### src/rtl/spectrogram_frame_receiver.sv
// spectrogram_frame_receiver: deserializes 16x12-bit MSB-first frames against a sync pulse into a readable bank
// Ports:
//   clk, rst_n      clock, asynchronous active-low reset
//   sdi, sync       serial data and one-cycle frame sync (coincident with MSB of word 0)
//   word_data/index last completed word and its position (0 = RTC, k = CHk)
//   word_valid      one-cycle strobe for a new word
//   frame_done      one-cycle strobe with the last word of a frame
//   frame_error     one-cycle strobe when sync aborts a frame in progress
//   frame_ready     bank holds a complete, unaborted frame
//   rd_addr/rd_data combinational bank read port
module spectrogram_frame_receiver #(
  parameter int WORD_W  = 12,
  parameter int N_WORDS = 16
) (
  input  logic              clk,
  input  logic              rst_n,
  input  logic              sdi,
  input  logic              sync,
  output logic [WORD_W-1:0] word_data,
  output logic [3:0]        word_index,
  output logic              word_valid,
  output logic              frame_done,
  output logic              frame_error,
  output logic              frame_ready,
  input  logic [3:0]        rd_addr,
  output logic [WORD_W-1:0] rd_data
);
  localparam int BW = $clog2(WORD_W);
  localparam logic [BW-1:0] LAST_BIT = BW'(WORD_W - 1);
  localparam logic [3:0] LAST_WORD = 4'(N_WORDS - 1);
  localparam logic [0:0] IDLE = 1'b0;
  localparam logic [0:0] RECV = 1'b1;
  logic [0:0]        r_state;
  logic [WORD_W-1:0] r_shift;
  logic [BW-1:0]     r_bit_cnt;
  logic [3:0]        r_word_cnt;
  logic [WORD_W-1:0] r_data;
  logic [3:0]        r_index;
  logic              r_valid;
  logic              r_done;
  logic              r_err;
  logic              r_ready;
  logic [WORD_W-1:0] r_bank [N_WORDS];
  logic [WORD_W-1:0] w_word;
  assign w_word      = {r_shift[WORD_W-2:0], sdi};
  assign word_data   = r_data;
  assign word_index  = r_index;
  assign word_valid  = r_valid;
  assign frame_done  = r_done;
  assign frame_error = r_err;
  assign frame_ready = r_ready;
  assign rd_data     = r_bank[rd_addr];
  always_ff @(posedge clk or negedge rst_n) begin
    if (!rst_n) begin
      r_state    <= IDLE;
      r_shift    <= '0;
      r_bit_cnt  <= '0;
      r_word_cnt <= '0;
      r_data     <= '0;
      r_index    <= '0;
      r_valid    <= 1'b0;
      r_done     <= 1'b0;
      r_err      <= 1'b0;
      r_ready    <= 1'b0;
      for (int i = 0; i < N_WORDS; i++) r_bank[i] <= '0;
    end else begin
      r_valid <= 1'b0;
      r_done  <= 1'b0;
      r_err   <= 1'b0;
      // sync always restarts word 0; it is only an error if it cuts a frame short
      if (sync) begin
        r_state    <= RECV;
        r_shift    <= WORD_W'(sdi);
        r_bit_cnt  <= BW'(1);
        r_word_cnt <= '0;
        r_err      <= (r_state == RECV);
        r_ready    <= 1'b0;
      end else if (r_state == RECV) begin
        r_shift <= w_word;
        if (r_bit_cnt == LAST_BIT) begin
          r_data             <= w_word;
          r_index            <= r_word_cnt;
          r_valid            <= 1'b1;
          r_bank[r_word_cnt] <= w_word;
          r_bit_cnt          <= '0;
          r_word_cnt         <= r_word_cnt + 4'd1;
          if (r_word_cnt == LAST_WORD) begin
            r_done  <= 1'b1;
            r_ready <= 1'b1;
            r_state <= IDLE;
          end
        end else begin
          r_bit_cnt <= r_bit_cnt + BW'(1);
        end
      end
    end
  end
endmodule

### config.mk
export PLATFORM = sky130hd
export DESIGN_NAME = spectrogram_frame_receiver
export DESIGN_NICKNAME = d
export VERILOG_FILES = /design/src/rtl/spectrogram_frame_receiver.sv
export SDC_FILE = /design/constraint.sdc
export NUM_CORES = 1
export LEC_CHECK = 0
export ABC_AREA = 1
export BUFFER_PORTS_ARGS = -buffer_cell sky130_fd_sc_hd__buf_2
export CAP_MARGIN = 10
export CELL_PAD_IN_SITES_DETAIL_PLACEMENT = 0
export CELL_PAD_IN_SITES_GLOBAL_PLACEMENT = 1
export CORE_MARGIN = 4
export CORE_UTILIZATION = 25
export CTS_CLUSTER_SIZE = 40
export DETAILED_ROUTE_END_ITERATION = 8
export PLACE_DENSITY = 0.57
export SKIP_CTS_REPAIR_TIMING = 1
export SLEW_MARGIN = 5
export SYNTH_ARGS = -nofsm -noshare
export SYNTH_HDL_FRONTEND = slang
export SYNTH_SLANG_ARGS = --single-unit
### constraint.sdc
create_clock -name clk -period 3.1 [get_ports clk]
set_clock_uncertainty 0.05 [all_clocks]
set_input_delay 0.155 -clock clk [delete_from_list [all_inputs] [get_ports clk]]
set_output_delay 0.155 -clock clk [all_outputs]
set_load 0.02 [all_outputs]
==> results.tsv <==
metric	value	unit
PnR worst setup slack	0.7573	ns
DRC violations left	0	
sequential area share after synthesis	51.70	%
fraction of synthesized area in multiplexers	0	%
Yosys cell types	29	
final design utilization	28.96	%
global-route wire length before repair	52.39	mm
I/O pin cnt	40	
Slew Viols, Final	0	
post-layout net count	1408	
DRT Wirelength	33.12	mm
fmax	426.8	MHz
DP HPWL	20.14	mm
H-tree Lvls	1	
port buffer count	39	
worst-path fanout max	33	
CTS Sinks	232	
XOR/XNOR share of the synthesized area	0.2340	%
CP Data Required Time	3.49	ns
worst-skew pair later-pin latency	0.55	ns
Max-Cap Viols	0	
Die X	219.9	µm
final design area excluding fillers	12830	µm²
total design power	6.852	mW
PwrDens	533.9	nW/µm²
post-synthesis compound-gate area fraction	12.63	%
fin crit share	75.57	%
row cnt	77	
LEAKAGE	6.035	nW
Post-Layout Cell Count	2005	
simple-gate share of the synthesized area	24.62	%
Area Growth Syn to Fin	14.30	%
Post-DP Area	11860	µm²
largest net degree at the start of global routing	94	
VDD IR max	386.7	µV
Min Hold Slack	0.1731	ns
crit path kind	reg2reg	
Routed WL per cell	16.52	µm
layout cells sized above 1	12.95	%
Finish-stage setup viols	0	
Post-DRT Antenna Nets	0	
Syn Std Cell Area	11230	µm²
Initial Util	25.34	%
worst endpoint data arrival time	2.73	ns
outcome	finished clean	
core area	44320	µm²
Worst Max-Slew Pin Slew	1.034	ns
Avg Cell Area, Syn	8.037	µm²
CTS tree	done	
Placer Congestion	0.7511	
initial antenna violation count	0	
Ys Warns	0	
Inserted Clock Buffers	28	
Synth Net Count	1410	
Iter 0 DRT Violations	592	
Clk Tree Root Cell	clkbuf_16	
FF+latch count, synth	232	
grt ovf	0	
# fillers	4871	
CP endpoint kind	register	
RSZ-0062 raised after global routing	false	
combinational family with the most area after synthesis	simple AND/OR/NAND/NOR gates	
Synth area leader	dfrtp_1	
Die ar.	48370	µm²
vias in the first global route	8688	
Syn Inst Count	1397	
commonest non-fill, non-tap cell in the layout	nand2_1	
Bufs on Longest Clock Path	3	
post-synthesis adder-cell area fraction	0.5572	%
vias post-DR	8674	
largest cells by area after synthesis	dfrtp_1 52%, nand2_1 16%, nand3_1 6.6%	
Antenna diodes	0	
type of the worst min-delay path	in2async	
dpl cells	1954	
TNS Setup	0	ns
Tmin final	2.343	ns
Hold Vio Cnt, Final	0	
Startpoint Class	register	
Die Y-Extent	219.9	µm
Slew HR	31.00	%
CTS clk-pin slew, worst paths	0.06	ns
most frequent cells in the layout	482 x nand2_1, 232 x dfrtp_1, 172 x inv_1	
top cell type's share of synthesized area	51.70	%
Vias/cell	4.326	
Total Routing Usage GR	13.92	%
DP Worst Slack	0.7591	ns
1st-pass router iterations	4	
synth_stat cells (all sizes together):
cell type  instances
a21oi              1
a22o               1
buf               56
clkbuf            32
clkinv             1
dfrtp            232
ha                 5
inv              176
nand2            492
nand3            148
nand4              1
nor2              24
o21ai            212
o21bai             1
o22ai             11
o31ai              1
xnor2              1
xor2               2
cell type report:
| type | instances | area, µm² | share of cell area (%) |
|---|---|---|---|
| flip-flops and latches | 232 | 5806 | 45.24 |
| clock inverters | 5 | 52.55 | 0.4095 |
| inverters | 177 | 670.6 | 5.226 |
| repair buffers | 56 | 405.4 | 3.159 |
| well taps | 592 | 740.7 | 5.772 |
| clock buffers | 43 | 888.4 | 6.922 |
| multi-input cells | 900 | 4270 | 33.27 |
state kept, by name, indices dropped and copies added (netlist names):
signal	cells
word_data	12
r_bank	192
word_valid	1
r_word_cnt	4
r_state	1
r_bit_cnt	4
frame_ready	1
r_shift	11
word_index	4
frame_done	1
frame_error	1
critical path, cell delays in order, from the launching register on:
cell and delay, ns:
dfrtp_1 0.39, ha_1 0.20, nand2_2 0.07, nor2_4 0.14, nand2_4 0.22, inv_6 0.26
nand2_1 0.51, o21ai_0 0.36
worst paths after layout:
check                              from     endpoint  slack (ns)  depth (start not counted)
min reg2reg                 r_bank[125]  r_bank[125]        0.43                          2
min                               rst_n   r_bank[10]        0.17                          2
min in group clk                    sdi   r_shift[0]        0.32                          4
max reg2reg                r_bit_cnt[0]   r_bank[77]        0.76                          7
max in group asynchronous         rst_n  r_bank[175]        1.96                          3
max                        r_bit_cnt[0]   r_bank[77]        0.76                          7
per-layer routing:
metal  share of wire [%]  up-vias  routed length (µm)  global-route usage (%)
li1                    -     4381                   -                       -
met1                  46     4171               15080                   17.90
met2                  50       86               16490                   24.78
met3                 2.5       36                 835                   1.806
met4                 2.2        0                 720                   3.433
met5                   0        -                   0                       0
cell families (layout without fill, tap and decap cells):
group                      after synthesis  in the layout
and+or+nand+nor                        665            665
buffers and inverters                  265            281
DFF                                    232            232
AOI/OAI and AO/OA                      227            227
adders and majority gates                5              5
xor gates and xnor gates                 3              3
report_power, final:
part / switching (mW) / internal (mW)
Sequential: 0.0135 / 3.05
Combinational: 0.335 / 0.112
Clock: 1.31 / 2.03
Total: 1.66 / 5.19
No activity file was read; power rests on OpenSTA's default activity.
